File: src/rtl/sha2_message_pad_pkg.sv
// Shared types and constants for the SHA-2 message builder.
package sha2_msg_pkg;

  localparam int unsigned SHA256_BLOCK_W = 512;
  localparam int unsigned SHA512_BLOCK_W = 1024;

  typedef enum logic [1:0] {
    SCHEME_PAD  = 2'b00,
    SCHEME_PASS = 2'b01
  } scheme_e;

  localparam logic [1:0] ST_IDLE = 2'd0;
  localparam logic [1:0] ST_DATA = 2'd1;
  localparam logic [1:0] ST_PAD  = 2'd2;

  typedef enum logic [1:0] {
    S_IDLE = ST_IDLE,
    S_DATA = ST_DATA,
    S_PAD  = ST_PAD
  } state_e;

  function automatic int unsigned len_w(input int unsigned block_w);
    return block_w / 8;
  endfunction

endpackage

File: src/rtl/sha2_message_pad_if.sv
// Host-side and core-side handshakes of the SHA-2 message builder.
interface sha2_message_pad_if #(
  parameter int unsigned BLOCK_W = 512,
  parameter int unsigned SIZE_W  = 64
);
  logic [BLOCK_W-1:0] data_in;
  logic               data_in_valid;
  logic               data_in_ready;
  logic               data_in_last;
  logic [SIZE_W-1:0]  cfg_size;
  logic [1:0]         cfg_scheme;
  logic               cfg_last;
  logic               cfg_valid;
  logic               cfg_ready;
  logic [BLOCK_W-1:0] data_out;
  logic               data_out_valid;
  logic               data_out_ready;
  logic               data_out_last;
  logic               done;
  logic               err;

  modport master (
    output data_in, data_in_valid, data_in_last,
    output cfg_size, cfg_scheme, cfg_last, cfg_valid,
    output data_out_ready,
    input  data_in_ready, cfg_ready, data_out, data_out_valid, data_out_last, done, err
  );

  modport slave (
    input  data_in, data_in_valid, data_in_last,
    input  cfg_size, cfg_scheme, cfg_last, cfg_valid,
    input  data_out_ready,
    output data_in_ready, cfg_ready, data_out, data_out_valid, data_out_last, done, err
  );
endinterface

File: src/rtl/sha2_message_pad_block.sv
// Combinational padding of the final message beat and the trailing length block.
module sha2_pad_block #(
  parameter int unsigned BLOCK_W = 512,
  parameter int unsigned SIZE_W  = 64,
  parameter int unsigned LEN_W   = 64,
  parameter int unsigned LOG_BW  = $clog2(BLOCK_W)
) (
  input  logic [BLOCK_W-1:0] i_beat,
  input  logic [LOG_BW-1:0]  i_r,
  input  logic [SIZE_W-1:0]  i_size,
  input  logic               i_full,
  output logic [BLOCK_W-1:0] o_block,
  output logic               o_overflow,
  output logic [BLOCK_W-1:0] o_len_block
);
  localparam logic [BLOCK_W-1:0] TOP_ONE = {1'b1, {(BLOCK_W-1){1'b0}}};

  logic [BLOCK_W-1:0] w_keep;
  logic [BLOCK_W-1:0] w_one;
  logic [BLOCK_W-1:0] w_len;

  assign w_keep     = i_full ? '1 : ~({BLOCK_W{1'b1}} >> i_r);
  assign w_one      = i_full ? '0 : (TOP_ONE >> i_r);
  assign w_len      = BLOCK_W'(LEN_W'(i_size));
  // The length field fits only when the 1-bit lands above the low LEN_W bits.
  assign o_overflow = i_full | (i_r > LOG_BW'(BLOCK_W - LEN_W - 1));

  assign o_block     = (i_beat & w_keep) | w_one | (o_overflow ? '0 : w_len);
  assign o_len_block = (i_full ? TOP_ONE : '0) | w_len;

endmodule

File: src/rtl/sha2_message_pad.sv
// SHA-2 message builder: pads arbitrary-length messages into BLOCK_W-bit blocks.
// Optional framing check enabled by defining MESSAGE_BUILD_ERR_CHECK_EN.
module sha2_message_pad
  import sha2_msg_pkg::*;
#(
  parameter int unsigned BLOCK_W = SHA256_BLOCK_W,
  parameter int unsigned SIZE_W  = 64,
  parameter int unsigned LEN_W   = len_w(BLOCK_W)
) (
  input  logic clk,
  input  logic nrst,
  input  logic en,
  input  logic sync_rst,
  sha2_message_pad_if.slave bus
);
  localparam int unsigned LOG_BW = $clog2(BLOCK_W);
  localparam int unsigned CNT_W  = SIZE_W - LOG_BW + 1;

  state_e             r_state;
  logic [SIZE_W-1:0]  r_size;
  logic               r_pass;
  logic               r_job_last;
  logic [CNT_W-1:0]   r_cnt;
  logic [BLOCK_W-1:0] r_out;
  logic               r_out_valid;
  logic               r_out_last;
  logic               r_out_job_last;

  logic               w_out_free;
  logic               w_cfg_fire;
  logic               w_in_fire;
  logic               w_pad_fire;
  logic               w_out_fire;
  logic               w_final_beat;
  logic [LOG_BW-1:0]  w_r;
  logic               w_full;
  logic [CNT_W-1:0]   w_cnt_ceil;
  logic [CNT_W-1:0]   w_cnt_init;
  logic [BLOCK_W-1:0] w_padded;
  logic               w_overflow;
  logic [BLOCK_W-1:0] w_len_blk;

  assign w_out_free   = !r_out_valid || bus.data_out_ready;
  assign w_cfg_fire   = bus.cfg_valid && bus.cfg_ready;
  assign w_in_fire    = bus.data_in_valid && bus.data_in_ready;
  assign w_pad_fire   = en && (r_state == S_PAD) && w_out_free;
  assign w_out_fire   = en && r_out_valid && bus.data_out_ready;
  assign w_final_beat = (r_cnt == CNT_W'(1));
  assign w_r          = r_size[LOG_BW-1:0];
  assign w_full       = (r_size != '0) && (w_r == '0);

  assign w_cnt_ceil = CNT_W'(bus.cfg_size >> LOG_BW) + CNT_W'(|bus.cfg_size[LOG_BW-1:0]);
  assign w_cnt_init = (w_cnt_ceil == '0) ? CNT_W'(1) : w_cnt_ceil;

  assign bus.cfg_ready      = en && (r_state == S_IDLE);
  assign bus.data_in_ready  = en && (r_state == S_DATA) && w_out_free;
  assign bus.data_out       = r_out;
  assign bus.data_out_valid = r_out_valid;
  assign bus.data_out_last  = r_out_last;
  assign bus.done           = !sync_rst && w_out_fire && r_out_last && r_out_job_last;

  sha2_pad_block #(
    .BLOCK_W (BLOCK_W),
    .SIZE_W  (SIZE_W),
    .LEN_W   (LEN_W),
    .LOG_BW  (LOG_BW)
  ) u_pad (
    .i_beat      (bus.data_in),
    .i_r         (w_r),
    .i_size      (r_size),
    .i_full      (w_full),
    .o_block     (w_padded),
    .o_overflow  (w_overflow),
    .o_len_block (w_len_blk)
  );

  always_ff @(posedge clk or negedge nrst) begin
    if (!nrst) begin
      r_state        <= S_IDLE;
      r_size         <= '0;
      r_pass         <= 1'b0;
      r_job_last     <= 1'b0;
      r_cnt          <= '0;
      r_out          <= '0;
      r_out_valid    <= 1'b0;
      r_out_last     <= 1'b0;
      r_out_job_last <= 1'b0;
    end else if (sync_rst) begin
      r_state        <= S_IDLE;
      r_size         <= '0;
      r_pass         <= 1'b0;
      r_job_last     <= 1'b0;
      r_cnt          <= '0;
      r_out          <= '0;
      r_out_valid    <= 1'b0;
      r_out_last     <= 1'b0;
      r_out_job_last <= 1'b0;
    end else if (en) begin
      // A block leaving the register frees it; a load below in the same cycle wins.
      if (w_out_fire) r_out_valid <= 1'b0;
      case (r_state)
        S_IDLE: begin
          if (w_cfg_fire) begin
            r_size     <= bus.cfg_size;
            r_pass     <= (bus.cfg_scheme == SCHEME_PASS);
            r_job_last <= bus.cfg_last;
            r_cnt      <= w_cnt_init;
            r_state    <= S_DATA;
          end
        end
        S_DATA: begin
          if (w_in_fire) begin
            r_out_valid    <= 1'b1;
            r_out_job_last <= r_job_last;
            if (r_pass) begin
              r_out      <= bus.data_in;
              r_out_last <= bus.data_in_last;
              if (bus.data_in_last) r_state <= S_IDLE;
            end else if (!w_final_beat) begin
              r_out      <= bus.data_in;
              r_out_last <= 1'b0;
              r_cnt      <= r_cnt - CNT_W'(1);
            end else if (w_overflow) begin
              r_out      <= w_padded;
              r_out_last <= 1'b0;
              r_state    <= S_PAD;
            end else begin
              r_out      <= w_padded;
              r_out_last <= 1'b1;
              r_state    <= S_IDLE;
            end
          end
        end
        S_PAD: begin
          if (w_pad_fire) begin
            r_out          <= w_len_blk;
            r_out_last     <= 1'b1;
            r_out_valid    <= 1'b1;
            r_out_job_last <= r_job_last;
            r_state        <= S_IDLE;
          end
        end
        default: r_state <= S_IDLE;
      endcase
    end
  end

`ifdef MESSAGE_BUILD_ERR_CHECK_EN
  logic r_err;

  always_ff @(posedge clk or negedge nrst) begin
    if (!nrst) begin
      r_err <= 1'b0;
    end else if (sync_rst) begin
      r_err <= 1'b0;
    end else if (en) begin
      if ((r_state == S_DATA) && w_in_fire && !r_pass && (bus.data_in_last != w_final_beat))
        r_err <= 1'b1;
    end
  end

  assign bus.err = r_err;
`else
  assign bus.err = 1'b0;
`endif

endmodule

File: src/flat_wrapper.sv
// flat-port wrapper written by rule: the top's interface ports become plain ports
module sha2_message_pad_flat import sha2_msg_pkg::*;
#(
  parameter int unsigned BLOCK_W = SHA256_BLOCK_W,
  parameter int unsigned SIZE_W  = 64,
  parameter int unsigned LEN_W   = len_w(BLOCK_W)
)
  (clk, nrst, en, sync_rst, bus_data_in, bus_data_in_valid, bus_data_in_last, bus_cfg_size, bus_cfg_scheme, bus_cfg_last, bus_cfg_valid, bus_data_out_ready, bus_data_in_ready, bus_cfg_ready, bus_data_out, bus_data_out_valid, bus_data_out_last, bus_done, bus_err);
  sha2_message_pad_if #(.BLOCK_W(BLOCK_W), .SIZE_W(SIZE_W)) bus_i ();
  input  logic clk;
  input  logic nrst;
  input  logic en;
  input  logic sync_rst;
  input wire logic [$bits(bus_i.data_in)-1:0] bus_data_in;
  input wire logic [$bits(bus_i.data_in_valid)-1:0] bus_data_in_valid;
  input wire logic [$bits(bus_i.data_in_last)-1:0] bus_data_in_last;
  input wire logic [$bits(bus_i.cfg_size)-1:0] bus_cfg_size;
  input wire logic [$bits(bus_i.cfg_scheme)-1:0] bus_cfg_scheme;
  input wire logic [$bits(bus_i.cfg_last)-1:0] bus_cfg_last;
  input wire logic [$bits(bus_i.cfg_valid)-1:0] bus_cfg_valid;
  input wire logic [$bits(bus_i.data_out_ready)-1:0] bus_data_out_ready;
  output wire logic [$bits(bus_i.data_in_ready)-1:0] bus_data_in_ready;
  output wire logic [$bits(bus_i.cfg_ready)-1:0] bus_cfg_ready;
  output wire logic [$bits(bus_i.data_out)-1:0] bus_data_out;
  output wire logic [$bits(bus_i.data_out_valid)-1:0] bus_data_out_valid;
  output wire logic [$bits(bus_i.data_out_last)-1:0] bus_data_out_last;
  output wire logic [$bits(bus_i.done)-1:0] bus_done;
  output wire logic [$bits(bus_i.err)-1:0] bus_err;
  assign bus_i.data_in = bus_data_in;
  assign bus_i.data_in_valid = bus_data_in_valid;
  assign bus_i.data_in_last = bus_data_in_last;
  assign bus_i.cfg_size = bus_cfg_size;
  assign bus_i.cfg_scheme = bus_cfg_scheme;
  assign bus_i.cfg_last = bus_cfg_last;
  assign bus_i.cfg_valid = bus_cfg_valid;
  assign bus_i.data_out_ready = bus_data_out_ready;
  assign bus_data_in_ready = bus_i.data_in_ready;
  assign bus_cfg_ready = bus_i.cfg_ready;
  assign bus_data_out = bus_i.data_out;
  assign bus_data_out_valid = bus_i.data_out_valid;
  assign bus_data_out_last = bus_i.data_out_last;
  assign bus_done = bus_i.done;
  assign bus_err = bus_i.err;
  sha2_message_pad #(.BLOCK_W(BLOCK_W), .SIZE_W(SIZE_W), .LEN_W(LEN_W)) u_core (.clk(clk), .nrst(nrst), .en(en), .sync_rst(sync_rst), .bus(bus_i));
endmodule
File: config.mk
export PLATFORM = sky130hd
export DESIGN_NAME = sha2_message_pad_flat
export DESIGN_NICKNAME = d
export VERILOG_FILES = /design/src/rtl/sha2_message_pad_pkg.sv /design/src/rtl/sha2_message_pad_if.sv /design/src/rtl/sha2_message_pad_block.sv /design/src/rtl/sha2_message_pad.sv /design/src/flat_wrapper.sv
export SDC_FILE = /design/constraint.sdc
export NUM_CORES = 2
export LEC_CHECK = 0
export ABC_CLOCK_PERIOD_IN_PS = 3400
export BUFFER_PORTS_ARGS = -buffer_cell sky130_fd_sc_hd__buf_2
export CAP_MARGIN = 15
export CORE_AREA = 2 2 436 438
export DETAILED_ROUTE_END_ITERATION = 10
export DIE_AREA = 0 0 438 440
export SLEW_MARGIN = 20
export SYNTH_ARGS = -nofsm -noshare
export SYNTH_HDL_FRONTEND = slang
export SYNTH_SLANG_ARGS = --single-unit
File: constraint.sdc
create_clock -name clk -period 3.4 [get_ports clk]
set_input_delay 0.68 -clock clk [delete_from_list [all_inputs] [get_ports clk]]
set_output_delay 0.68 -clock clk [all_outputs]
set_load 0.1 [all_outputs]
==> results_dict.tcl <==
set metrics [dict create \
    ys_warn_count 0 \
    synth_nets 5020 \
    powerDensity_mw_per_mm2 631 \
    seq_area_mm2 0.0160 \
    busiest_layer "met2" \
    fin_util 0.294 \
    grt_use_met1 0.426 \
    slowest_delay_ns 0.56 \
    grt_pass1_vias 47400 \
    finalSetupViolations 7 \
    multi_input_area_mm2 0.0199 \
    synth-edff-count 0 \
    drv_cap 0 \
    cts.sink_count 639 \
    setup_slack_ns -0.0444 \
    worst_path_max_delay_cell "or4_4" \
    start_kind "register" \
    placed_area_mm2 0.0512 \
    core_mm2 0.189 \
    finClkSkew_ns 0.0394 \
    ys_ff_latch 639 \
    syn_area_per_cell_um2 8.31 \
    slew_headroom 0.312 \
    grtUsageMet3 0.0976 \
    rsz0062_at_grt "true" \
    netlist_area_mm2 0.0368 \
    violations "setup timing" \
    firstDrtPassIters 7 \
    finalMaxSlewViolations 0 \
    period_minus_slack_ns 3.44 \
    status "complete, but fails checks" \
    drtIter0Drc 6910 \
    wl_per_cell_um 42.6 \
    cts_htree_levels 3 \
    arrival_ns 4.03 \
    crit_type "reg -> reg" \
    synth_flop_cell "dfrtp_1" \
    async_flop_share 1.00 \
    clk_path_buf_depth 3 \
    numCtsBuffers 81 \
    worstMarginPinSlew_ns 1.03 \
    insertion_delay_ns 0.74 \
    grt_use_met2 0.579 \
    crit_path_end_kind "register" \
    reg2reg_from "u_core.r_cnt[43]$_DFFE_PN0P_" \
    dp_hpwl_mm 297 \
    synth_area_leader_cell "dfrtp_1" \
    rr_endpoint "u_core.bus.data_out[4]$_DFFE_PN0P_" \
    hold_viol_final 0 \
    clockRootBuffer "clkbuf_16" \
    vias_per_cell 5.73 \
    track_usage 0.369 \
    cp_max_fo 7 \
    r2r_slack_ns -0.04 \
    grt_first_pass_wirelength_mm 475 \
    synth_area_leaders "dfrtp_1 43%, o21ai_0 9.9%, a22o_1 7.5%" \
    syn-instance-count 4426 \
    antenna_found_initial 191 \
    ys_seq_area_frac 0.435 \
    synth_cell_types 90 \
    die_area_mm2 0.193 \
    cts.clk_slew.worst_paths_ns 0.06 \
    drive_gt1_frac 0.372 \
    cp_data_required_time_ns 3.99 \
    holdPathStages 3 \
    place.port_buffers 1103 \
    synth_top_area_frac 0.435 \
    syn2layout_area_growth_pct 50.5 \
    fp-row-count 160 \
    hold_start "bus_data_in[320]" \
    place.gp.congestion 1.04 \
    fmax_mhz 290 \
    grt_max_degree 106 \
    tns_ns -0.134 \
    drc 0 \
    period_share 1.01 \
    ant_nets 0 \
    wl_mm 373 \
    gr-total-overflow 0 \
    worst_hold_path.endpoint "u_core.bus.data_out[320]$_DFFE_PN0P_" \
    finalInstanceArea_mm2 0.0554 \
    die_w_um 438 \
    fill_cells 20700 \
    fin_nets 6674 \
    ir_worst_vdd_uv 489 \
    io_pins 1105 \
    die_h_um 440 \
    crit_chain "nor4_4, buf_4, nand2_4, or4_4, buf_6, nor4_4, buf_12, nand2_8, buf_12, buf_16, o21bai_1, a21oi_2, a221o_1" \
    path_buf_inv 5 \
    start_util 0.195 \
    worstHoldPathType "in -> reg" \
    cellLeakagePower_nw 25.2 \
    routed-via-count 50100 \
    rr_worst_depth 13 \
    crit_family "simple AND/OR/NAND/NOR gates" \
    cts_tree "built" \
]
==> cells in the final DEF, fill, tap and decap left out, drive strengths merged, types with 24 or more instances in the layout <==
cell type,instances
a22o,313
nor4,57
buf,1965
nand4,48
nor2,410
a21oi,270
nand2,498
xnor2,29
a221o,51
o31ai,32
a31oi,50
o211ai,49
clkbuf,117
nand3,122
a32oi,107
dfrtp,639
nor3,109
xor2,24
inv,29
and2,31
diode,100
o21ai,879
==> power by group <==
part	switching [W]	internal (W)
sequential	0.000952	0.00864
combinational	0.0126	0.00353
clock	0.00402	0.00517
total	0.0176	0.0173
==> registers in the layout, indices dropped and copies added, names as in the netlist <==
signal / cells
u_core.bus.data_out: 512
u_core.bus.data_out_last: 1
u_core.bus.data_out_valid: 1
u_core.r_cnt: 56
u_core.r_job_last: 1
u_core.r_out_job_last: 1
u_core.r_pass: 1
u_core.r_size: 64
u_core.r_state: 2
==> worst max path at each step <==
stage	cells after the start	slack [ns]	start	endpoint
global placement	14	-1.03	bus_cfg_size[5]	u_core.r_cnt[0]$_DFFE_PN0P_
finish	13	-0.04	u_core.r_cnt[43]$_DFFE_PN0P_	u_core.bus.data_out[4]$_DFFE_PN0P_
global route	12	-0.08	u_core.r_cnt[50]$_DFFE_PN0P_	u_core.bus.data_out[444]$_DFFE_PN0P_
floorplan	14	0.04	bus_cfg_size[4]	u_core.r_cnt[0]$_DFFE_PN0P_
detailed placement	14	-0.94	bus_cfg_size[5]	u_core.r_cnt[0]$_DFFE_PN0P_
CTS	12	-0.006	u_core.r_cnt[2]$_DFFE_PN0P_	u_core.bus.data_out[208]$_DFFE_PN0P_
==> synth_stat cells (6+ instances only) <==
library cell and count:
a221o_1 51, nand2b_1 13, o41ai_1 11, a31oi_1 50, mux2i_1 8, nor3_2 10
or3_1 18, nor4_1 53, a211o_1 6, xnor2_1 29, a22oi_1 13, nand4_1 48
nand3_1 121, a211oi_1 11, dfrtp_1 639, buf_4 6, o21ai_0 728, a221oi_1 9
nand2_1 494, o21a_1 20, or2_2 11, a21oi_1 269, and4_1 11, nor3_1 98
and3_1 20, ha_1 7, o22ai_1 14, o21ai_1 150, a22o_1 313, a21boi_0 12
nor2_1 402, a32oi_1 107, a21o_1 12, clkbuf_1 356, and2_1 31, inv_1 26
o31ai_1 32, buf_2 19, o211ai_1 49, buf_1 20, xor2_1 24, or4_1 11
==> kinds of logic after synthesis <==
logic type,Yosys count,share of synthesized area
DFF,639,0.435
muxes,10,0.00279
xor gates and xnor gates,53,0.0126
and+or+nand+nor,1388,0.174
other,1,0.000102
adders and majority gates,7,0.00238
buffers and inverters,430,0.0453
AOI/OAI and AO/OA,1898,0.328
==> through the flow <==
| step | instances | setup WS [ns] | hold slack (ns) | power, W |
|---|---|---|---|---|
| final | 8751 | -0.0444 | 0.169 | 0.0349 |
| after global routing | 8723 | -0.0755 | 0.201 | 0.0356 |
| after CTS | 8629 | -0.00619 | 0.127 | 0.0345 |
| after detailed placement | 8472 | -0.937 | 0.454 | 0.0252 |
| after global placement | 8472 | -1.03 | 0.451 | 0.0252 |
| after floorplan | 4426 | 0.0400 | 0.384 | 0.0186 |
==> worst min-delay path, cell delays in order <==
cell	delay, ns
buf_2	0.08
a222oi_1	0.05
inv_1	0.05
==> cell type report <==
cell class,count,share of cell area
Antenna cell,100,0.00452
Multi-Input combinational cell,3359,0.359
Sequential cell,639,0.289
Tap cell,2511,0.0567
Clock buffer,112,0.0420
Clock inverter,31,0.00651
Timing Repair Buffer,1971,0.241
Inverter,28,0.00194
==> routing by layer <==
layer  vias to the layer above  part of all wire
met5                         -           0.00052
met4                        30             0.096
met3                      1151             0.093
met2                      3739              0.45
met1                     25200              0.36
li1                      20000                 -
==> repair_timing <==
item	in CTS	in global routing
buffers inserted	7	17
gates resized for setup	75	191
gates cloned	7	5
hold endpoints to repair	44	0
setup endpoints to repair	460	349
pin swaps	9	44
hold buffers	1	0
Note: power is estimated with default switching activity, not from simulation.
